===== config.mk =====
export PLATFORM = sky130hd
export DESIGN_NAME = core_clock_sequencer
export DESIGN_NICKNAME = d
export VERILOG_FILES = /design/src/rtl/core_clock_sequencer.sv
export SDC_FILE = /design/constraint.sdc
export NUM_CORES = 1
export LEC_CHECK = 0
export CAP_MARGIN = 20
export CORE_MARGIN = 2
export CORE_UTILIZATION = 50
export CTS_CLUSTER_DIAMETER = 60
export DETAILED_ROUTE_END_ITERATION = 8
export PLACE_DENSITY_LB_ADDON = 0.12
export SETUP_SLACK_MARGIN = 0.3
export SKIP_CTS_REPAIR_TIMING = 1
export SYNTH_ARGS = -nofsm -noshare
export SYNTH_HDL_FRONTEND = slang
export SYNTH_SLANG_ARGS = --single-unit

===== constraint.sdc =====
create_clock -name clock -period 2.7 [get_ports clock]
set_input_delay 0.81 -clock clock [delete_from_list [all_inputs] [get_ports clock]]
set_output_delay 0.81 -clock clock [all_outputs]
set_load 0.05 [all_outputs]

===== src/rtl/core_clock_sequencer.sv =====
// Run-control for the JZJCoreF devboard: debounced mode/step buttons select a
// full-rate, slow or halted core clock, with single-step and a rising-edge counter.

module core_clock_sequencer_debounce #(
  parameter int unsigned DEBOUNCE_CYCLES = 500000
) (
  input  logic clk_i,
  input  logic rst_ni,
  input  logic raw_i,
  output logic press_o
);
  localparam int unsigned CNT_W = (DEBOUNCE_CYCLES > 2) ? $clog2(DEBOUNCE_CYCLES) : 1;
  localparam logic [CNT_W-1:0] CNT_LAST = CNT_W'(DEBOUNCE_CYCLES - 1);

  logic [1:0]       sync_q;
  logic             level_q, level_d, level_prev_q, press_q;
  logic [CNT_W-1:0] cnt_q, cnt_d;

  always_comb begin
    level_d = level_q;
    cnt_d   = '0;
    if (sync_q[1] != level_q) begin
      if (cnt_q == CNT_LAST) level_d = ~level_q;
      else                   cnt_d   = cnt_q + 1'b1;
    end
  end

  always_ff @(posedge clk_i) begin
    if (!rst_ni) begin
      sync_q       <= '0;
      level_q      <= 1'b0;
      level_prev_q <= 1'b0;
      cnt_q        <= '0;
      press_q      <= 1'b0;
    end else begin
      sync_q       <= {sync_q[0], raw_i};
      level_q      <= level_d;
      level_prev_q <= level_q;
      cnt_q        <= cnt_d;
      press_q      <= level_q & ~level_prev_q;
    end
  end

  assign press_o = press_q;
endmodule

module core_clock_sequencer #(
  parameter int unsigned DEBOUNCE_CYCLES = 500000,
  parameter int unsigned SLOW_DIV_LOG2   = 18
) (
  input  logic        clock,
  input  logic        notReset,
  input  logic        modeButton,
  input  logic        stepButton,
  output logic        coreClock,
  output logic [1:0]  mode,
  output logic [15:0] stepCount
);
  typedef enum logic [1:0] {
    S_HALT = 2'b00,
    S_FAST = 2'b01,
    S_SLOW = 2'b10,
    S_STEP = 2'b11
  } state_e;

  function automatic state_e next_mode(input state_e s);
    case (s)
      S_HALT:  return S_FAST;
      S_FAST:  return S_SLOW;
      S_SLOW:  return S_HALT;
      default: return S_FAST;
    endcase
  endfunction

  logic mode_press, step_press;

  core_clock_sequencer_debounce #(.DEBOUNCE_CYCLES(DEBOUNCE_CYCLES)) u_mode_db (
    .clk_i   (clock),
    .rst_ni  (notReset),
    .raw_i   (modeButton),
    .press_o (mode_press)
  );

  core_clock_sequencer_debounce #(.DEBOUNCE_CYCLES(DEBOUNCE_CYCLES)) u_step_db (
    .clk_i   (clock),
    .rst_ni  (notReset),
    .raw_i   (stepButton),
    .press_o (step_press)
  );

  state_e                   state_q, state_d;
  logic                     clk_q, clk_d, clk_prev_q;
  logic                     pend_q, pend_d;
  logic [SLOW_DIV_LOG2-1:0] div_q, div_d;
  logic [15:0]              count_q;
  logic                     mode_req, nat_clk;

  always_comb begin
    mode_req = pend_q | mode_press;
    case (state_q)
      S_FAST:  nat_clk = ~clk_q;
      S_SLOW:  nat_clk = (div_q == '1) ? ~clk_q : clk_q;
      default: nat_clk = 1'b0;
    endcase

    state_d = state_q;
    clk_d   = nat_clk;
    pend_d  = pend_q;
    div_d   = '0;
    // A mode change only lands while the clock is low or about to fall,
    // so no high phase is ever cut short.
    if (mode_req && (!clk_q || !nat_clk)) begin
      state_d = next_mode(state_q);
      clk_d   = 1'b0;
      pend_d  = 1'b0;
    end else begin
      if (mode_req) pend_d = 1'b1;
      case (state_q)
        S_HALT: begin
          if (step_press) begin
            state_d = S_STEP;
            clk_d   = 1'b1;
          end
        end
        S_SLOW:  div_d   = div_q + 1'b1;
        S_STEP:  state_d = S_HALT;
        default: ;
      endcase
    end
  end

  always_ff @(posedge clock) begin
    if (!notReset) begin
      state_q    <= S_HALT;
      clk_q      <= 1'b0;
      clk_prev_q <= 1'b0;
      pend_q     <= 1'b0;
      div_q      <= '0;
      count_q    <= '0;
    end else begin
      state_q    <= state_d;
      clk_q      <= clk_d;
      clk_prev_q <= clk_q;
      pend_q     <= pend_d;
      div_q      <= div_d;
      if (clk_q && !clk_prev_q) count_q <= count_q + 16'd1;
    end
  end

  assign coreClock = clk_q;
  assign mode      = state_q;
  assign stepCount = count_q;
endmodule


Word-level counts from Yosys, hierarchy flattened
Index checks and enable logic that the tools add are counted.
Storage, ports and cells
  bits in registers: 87
  bits in latches: 0
  RAM bits: 0
  memory bits (read-only): 0
  bits of input ports: 4
  output and inout bits: 19
  word-level logic and storage cells: 64
  memories: 0
Operators by class
  add/subtract/negate cells: 4
  $mul: 0
  div/mod/pow operators: 0
  order comparisons: 0
  equal/unequal tests: 9
  shift operators: 0
  mux-type cells: 8
  bitwise gates (word level): 12
  reductions and logical operators: 15
Operators with widths (number)
  $add A19 B1 Y19 const B: 2
  $eq A19 B19 Y1 const B: 2
  $add A18 B1 Y18 const B: 1
  $eq A18 B18 Y1 const B: 1
  $add A16 B1 Y16 const B: 1
  $not A1 Y1: 9
  $reduce_or A3 Y1: 3
  $pmux W2 S2: 2
  $reduce_and A2 Y1: 3
  $eq A2 B2 Y1 const B: 2
  $mux W2: 2
  $logic_not A1 Y1: 3
  $mux W1: 3
  $ne A3 B2 Y1 const B: 1
  $reduce_bool A3 Y1: 1
  $and A1 B1 Y1: 2
  $eq A2 B1 Y1 const B: 1
  $logic_and A1 B1 Y1: 2
  $logic_not A2 Y1: 1
  $ne A1 B1 Y1: 2
  $pmux W1 S2: 1
  $reduce_or A2 Y1: 1
  $logic_or A1 B1 Y1: 1
  $or A1 B1 Y1: 1

Longest topological paths before layout
Gate-level depths: netlist of run 1.
  word-level depth: 8
  mapped depth: 7
  mapped depth without buffers: 6

By module
Synthesis of run 1 repeated with hierarchy kept, for this count alone.
Second synthesis, totals
  cells, all modules: 443
  area, all modules: 3982.6 um2
Modules (own cells, without submodules)
  core_clock_sequencer_debounce: times used 2, cells each 113, area each 1046.0 um2, sequential area each 480.5 um2
  core_clock_sequencer: times used 1, cells each 217, area each 1890.6 um2, sequential area each 780.7 um2

Least setup slack after synthesis of run 1
OpenSTA, ideal clock, no wires.
  path kind: reg2reg
  start point: register state_q[0], in the netlist mode[0]
  end point: register div_q[12]
  arrival time: 1899 ps
  data required time: 2636 ps
  path slack: 737 ps
  cell stages (with the launch flop): 8
  buffers on the path: 1
  cell sequence: dfxtp_1 inv_1 ha_1 nand3_1 o21ai_0 o2111ai_4 buf_4 nor2_1
Between the ends
  word-level cells in the longest chain between the ends: 6
  elaborated cells on any way between the ends: 8
  classes of those cells: 2 x eq/ne; 1 x mux; 1 x bitwise; 4 x reduce/logical
Ends and longest elaborated chain
  from (decl): line 91  | state_e state_q, state_d;
  from (signal assigned): line 141  | state_q <= state_d;
  $eq A2 B2 Y1 / $eq A2 B1 Y1 (equally long branches): line 100, 118
  $pmux W1 S2: line 100  | case (state_q)
  $logic_not A1 Y1: line 112  | if (mode_req && (!clk_q || !nat_clk)) begin
  $logic_or A1 B1 Y1: line 112
  $logic_and A1 B1 Y1: line 112
  $reduce_or A3 Y1 (no line) *
  to (signal assigned): line 145  | div_q <= div_d;
  to (decl): line 94  | logic [SLOW_DIV_LOG2-1:0] div_q, div_d;
Mark *: on every way between the ends. The rest lies on a longest branch, timed or not.
A chain may end at the register's enable or synchronous reset.

Worst setup path after layout of run 1
  start point: register count_q[13], in the netlist stepCount[13]
  end point: output port stepCount[13]
RTL lines
  from (decl): line 95  | logic [15:0] count_q;
  from (signal assigned): line 146  | if (clk_q && !clk_prev_q) count_q <= count_q + 16'd1;
  to (decl): line 57  | output logic [15:0] stepCount
No word-level cell between the ends.

==> results of run 1 <==
## metrics by stage
step | util, % | power [mW]
after global routing | 59.1 | 2.52
final | 59.1 | 2.43
after detailed placement | 55.2 | 1.34
after CTS | 58.6 | 2.46
after global placement | 55.2 | 1.34
after floorplan | - | 1.33
## final timing paths
kind | cells after the start | to | slack, ns
min | 1 | u_step_db.press_o$_SDFF_PN0_ | 0.38
max | 1 | stepCount[13] | 0.34
min reg2reg | 1 | u_step_db.press_o$_SDFF_PN0_ | 0.38
max reg2reg | 5 | div_q[7]$_SDFF_PP0_ | 0.49
## area by class of cell
type | instances | area [um^2] | area share (%)
clock inverters | 5 | 104 | 2.30
clock buffers | 11 | 151 | 3.35
flip-flops and latches | 87 | 1740 | 38.6
repair buffers | 25 | 280 | 6.20
multi-input cells | 329 | 2040 | 45.3
well taps | 102 | 128 | 2.83
inverters | 18 | 67.6 | 1.50
## sequential cells by signal (all words and copies together), names as in the netlist
signal,flops
u_step_db.level_prev_q,1
u_mode_db.level_q,1
pend_q,1
mode,2
stepCount,16
u_mode_db.level_prev_q,1
u_step_db.level_q,1
u_step_db.cnt_q,19
div_q,18
u_mode_db.cnt_q,19
clk_prev_q,1
u_mode_db.press_o,1
coreClock,1
u_step_db.press_o,1
u_step_db.sync_q,2
u_mode_db.sync_q,2
## metal layers
| layer | wire, um | vias to the layer above |
|---|---|---|
| li1 | - | 1610 |
| met1 | 3620 | 1391 |
| met2 | 3060 | 26 |
| met3 | 169 | 10 |
| met4 | 140 | 0 |
| met5 | 0 | - |
## layout by cell type, fill, tap and decap left out, types with 6 or more instances in the layout
cell / synthesis / layout
dfxtp_1: 87 / 87
nor2_1: 57 / 57
nand2_1: 35 / 35
xnor2_1: 24 / 24
nand3_1: 23 / 23
a21oi_1: 22 / 22
xor2_1: 21 / 21
o21ai_0: 19 / 19
inv_1: 17 / 17
nand4_1: 16 / 16
dlymetal6s2s_1: 0 / 15
or3_1: 12 / 12
clkbuf_8: 0 / 11
nor3_1: 10 / 10
and2_1: 10 / 10
ha_1: 9 / 9
or4_1: 8 / 8
nor4_1: 8 / 8
clkdlybuf4s50_1: 0 / 7
and3_1: 6 / 6
o31ai_1: 6 / 6
## power groups by stage
stage | clock (mW) | combinational [mW] | sequential [mW]
final | 1.12 | 0.0262 | 1.29
after global placement | 0 | 0.0262 | 1.32
after CTS | 1.14 | 0.0266 | 1.29
after global routing | 1.20 | 0.0296 | 1.29
after detailed placement | 0 | 0.0265 | 1.32
after floorplan | 0 | 0.0159 | 1.32
## logic make-up (layout without fill, tap and decap cells)
kind of cell	after synthesis	after routing	synth area share [%]
adder cells (fa/ha/maj)	9	9	2.88
AND/OR/NAND/NOR	213	213	29.1
flip-flops	87	87	44.5
XOR/XNOR	45	45	10.1
buffers and inverters	30	59	3.17
multiplexers	6	6	1.57
AO/OA/AOI/OAI	56	56	8.70
==> flow_summary_export.csv, run 1 <==
group,metric,value,unit
run_status,status,"finished clean",
pwr,leakage,1.68,nW
grt,overflow,0,
yosys,synthCells,446,
yosys,yosys.area.top_type,"dfxtp_1",
yosys,ys_ff_latch,87,
final_layout,n_fill_cell,709,
sta,finalHoldViolCount,0,
grt,grtUsageMet2,27.4,%
setup_path,worstSetupEndpointType,"output port",
sta,whs,0.383,ns
sta,setup_tns,0,ns
cts,h-tree-depth,3,
floorplanning,dieArea,8540,um^2
sta,setup_slack,0.340,ns
yosys,syn_avg_cell_area,8.77,um^2
yosys,yosysMostFrequentCell,"dfxtp_1",
yosys,yosysWarnings,0,
grt,met3_usage,3.25,%
sta,tightest_slew,0.697,ns
route,first_pass_iters,4,
floorplanning,die_h,92.4,um
final_layout,layout-drive-gt1-share,6.53,%
route,wirelength,6990,um
setup_path,critPathTopFamily,"buffers and inverters",
place,dp_hpwl,4660,um
cts,clk_pin_slew,0.09,ns
place,placed_area,4220,um^2
yosys,synth-main-ff-cell,"dfxtp_1",
final_layout,syn_to_final_growth,15.5,%
grt,grt_max_degree,18,
sta,grt_setup_unrepaired,"false",
setup_path,path_class,"reg2out",
place,port_buffers,22,
final_layout,layout.cells.non_filler,577,
sta,drv_slew,0,
sta,period_share,87.4,%
route,drtIter0Drc,100,
setup_path,arrival,1.55,ns
grt,top_usage_layer,"met2",
floorplanning,fp-row-count,32,
route,drt-vias-per-instance,5.26,
grt,use_met1,23.4,%
pwr,seqPwrFrac,52.9,%
yosys,synth_top_area_share,44.5,%
sta,min_period,2.36,ns
cts,clock_sinks,87,
setup_path,path_cells,"clkdlybuf4s50_1",
final_layout,fin_area,4520,um^2
yosys,synth_edf_count,0,
worst_hold_path,worstHoldPathType,"reg2reg",
worst_hold_path,hp-start,"u_step_db.level_prev_q$_SDFF_PN0_",
pwr,pwr-share-clk,46.0,%
pwr,swShare,19.4,%
setup_path,cp_slowest_cell,"clkdlybuf4s50_1",
pwr,vdd_drop_max,0.321,mV
sta,max_freq,424,MHz
setup_path,slowest_delay,0.81,ns
cts,numCtsBuffers,9,
setup_path,cp-start-kind,"flip-flop",
yosys,synth_area_leaders,"dfxtp_1, nor2_1, xnor2_1",
sta,setup-violations-final,0,
setup_path,cp_max_fo,4,
route,remaining_drc_errors,0,
grt,antenna_found_initial,0,
cts,cts_tree,"done",
grt,grt_pass1_wl,12200,um
yosys,yosysUniqueCellTypes,49,
setup_path,crit_start,"stepCount[13]$_SDFFE_PN0P_",
floorplanning,boundaryPins,23,
setup_path,worst_ep_required_time,1.89,ns
pwr,p_int,1.96,mW
cts,clock_latency,0.36,ns
pwr,p_per_area,539,nW/um^2
grt,grt_pass1_vias,2753,
grt,grtUsageTotal,17.6,%
cts,cts_root_buffer,"clkbuf_8",
yosys,synth_area,3910,um^2
yosys,synthTopCellsByCount,"dfxtp_1, nor2_1, nand2_1, xnor2_1, nand3_1",
place,dp.cells,561,
sta,relSlewSlack,53.5,%
pwr,comb_power_share,1.1,%
yosys,async_reset_ff_share,0,%
place,gp_congestion,0.771,
route,dr_total_vias,3037,
setup_path,path_buf_inv,1,
final_layout,finalNetCount,483,
floorplanning,start_util,51.1,%
cts,cts_max_path_buffers,2,
route,wire_per_inst,12.1,um
place,pre_cts_slack,0.289,ns
sta,skew,0.0130,ns
route,ant_nets,0,
run,cap_viol_max_count,0,
yosys,synthesis.nets,459,
floorplanning,chipWidth,92.4,um
pwr,net-switching-power,472,uW
setup_path,worstReg2RegStart,"div_q[0]$_SDFF_PP0_",
yosys,seq_area_frac_synth,44.5,%
final_layout,n_antenna_cell,0,
floorplanning,coreArea,7650,um^2
Note: power is estimated with default switching activity, not from simulation.
==> inputs of run 2 (changes only) <==
- GPL_ROUTABILITY_DRIVEN: unset -> 0
- clock period: 2.7 -> 2.6 ns (I/O delays scaled with it)
==> run 2 against run 1 <==
Hold slack better by 0.0047 ns. Clock power is 9.8% lower. Register-to-register slack gained 0.04 ns. Critical path type unchanged. Highest routed layer unchanged.
==> flow_summary_export.csv, run 2 (synthesis gave the netlist of run 1 again) <==
group,metric,value,unit
pwr,p_int,1.90,mW
grt,grt_max_degree,18,
final_layout,reg.largest.list,"u_mode_db.cnt_q: 19 flops, u_step_db.cnt_q: 19 flops, div_q: 18 flops",
sta,setup_slack,0.480,ns
place,pre_cts_slack,0.327,ns
setup_path,worst_ep_required_time,1.82,ns
setup_path,path_buf_inv,1,
final_layout,layout-drive-gt1-share,6.53,%
pwr,leakage,1.74,nW
cts,numCtsBuffers,9,
setup_path,path_cells,"dlymetal6s2s_1",
final_layout,fin_area,4510,um^2
final_layout,final_common_cell,"dfxtp_1",
setup_path,cp_slowest_cell,"dfxtp_1",
sta,setup_tns,0,ns
sta,period_share,81.5,%
pwr,swShare,19.7,%
cts,clk_pin_slew,0.08,ns
run_status,status,"finished clean",
floorplanning,boundaryPins,23,
route,wirelength,6880,um
place,dp_hpwl,4770,um
sta,min_period,2.12,ns
grt,overflow,0,
sta,tightest_slew,0.712,ns
cts,cts_max_path_buffers,2,
floorplanning,start_util,51.1,%
floorplanning,coreArea,7650,um^2
route,top_layer,"met4",
pwr,comb_power_share,1.1,%
place,placed_area,4220,um^2
final_layout,final_cell_mix,"dfxtp_1, nor2_1, nand2_1, xnor2_1, nand3_1",
setup_path,path_class,"reg2out",
sta,drv_slew,0,
final_layout,syn_to_final_growth,15.3,%
floorplanning,die_h,92.4,um
worst_hold_path,worstHoldPathType,"reg2reg",
route,drt-met1-wl,3490,um
setup_path,worstSetupEndpointType,"output port",
floorplanning,fp-row-count,32,
cts,cts_root_buffer,"clkbuf_8",
route,first_pass_iters,4,
setup_path,cp-start-kind,"flip-flop",
sta,grt_setup_unrepaired,"false",
setup_path,cp_max_fo,11,
cts,h-tree-depth,3,
pwr,net-switching-power,468,uW
final_layout,finalNetCount,484,
final_layout,n_antenna_cell,0,
setup_path,arrival,1.34,ns
cts,cts_tree,"done",
setup_path,slowest_delay,0.51,ns
pwr,power,2.37,mW
route,remaining_drc_errors,0,
place,port_buffers,22,
run,cap_viol_max_count,0,
cts,clock_latency,0.35,ns
sta,max_freq,472,MHz
route,dr_total_vias,3079,
route,dr_wl_met3,160,um
route,ant_nets,0,
grt,grt_pass1_wl,12200,um
route,routed-wl-met2,3100,um
route,drt-vias-per-instance,5.34,
setup_path,critPathTopFamily,"flip-flops",
pwr,pwr-share-clk,42.5,%
sta,finalHoldViolCount,0,
floorplanning,dieArea,8540,um^2
sta,whs,0.387,ns
grt,grt_pass1_vias,2874,
pwr,p_per_area,527,nW/um^2
pwr,vdd_drop_max,0.251,mV
sta,skew,0.00602,ns
grt,antenna_found_initial,0,
cts,clock_sinks,87,
route,drtIter0Drc,68,
floorplanning,chipWidth,92.4,um
route,wire_per_inst,11.9,um
grt,grtUsageTotal,17.3,%
pwr,seqPwrFrac,56.3,%
sta,setup-violations-final,0,
sta,relSlewSlack,52.5,%
-- run 2: per-stage QoR --
stage	utilization, %	cells
floorplan	-	446
global placement	55.2	561
detailed placement	55.2	561
CTS	58.0	576
global route	58.9	577
finish	58.9	577
-- run 2: cell type report --
class / instances / area (um^2)
Inverter: 18 / 67.6
Clock buffer: 11 / 141
Fill cell: 697 / 3140
Clock inverter: 4 / 70.1
Tap cell: 102 / 128
Timing Repair Buffer: 26 / 310
Sequential cell: 87 / 1740
Multi-Input combinational cell: 329 / 2050
-- run 2: final timing paths --
| path | from | to | slack (ns) | cells past startpoint |
|---|---|---|---|---|
| max reg2reg | u_step_db.cnt_q[16]$_SDFF_PP0_ | u_step_db.cnt_q[3]$_SDFF_PP0_ | 0.53 | 4 |
| max | coreClock$_SDFF_PP0_ | coreClock | 0.48 | 1 |
| min reg2reg | u_mode_db.level_prev_q$_SDFF_PN0_ | u_mode_db.press_o$_SDFF_PN0_ | 0.39 | 1 |
| min | u_mode_db.level_prev_q$_SDFF_PN0_ | u_mode_db.press_o$_SDFF_PN0_ | 0.39 | 1 |
-- run 2: power by group through the flow --
stage / Sequential, mW / Combinational [mW] / Clock [mW]
2_1_floorplan: 1.37 / 0.0165 / 0
3_3_place_gp: 1.37 / 0.0273 / 0
3_5_place_dp: 1.37 / 0.0276 / 0
4_1_cts: 1.34 / 0.0276 / 1.04
5_1_grt: 1.34 / 0.0306 / 1.09
6_report: 1.34 / 0.0270 / 1.01
-- run 2: metal layers --
metal	GRT usage [%]	vias to the layer above
met5	0	-
li1	-	1611
met3	3.01	8
met2	29.1	26
met4	7.84	0
met1	21.7	1434
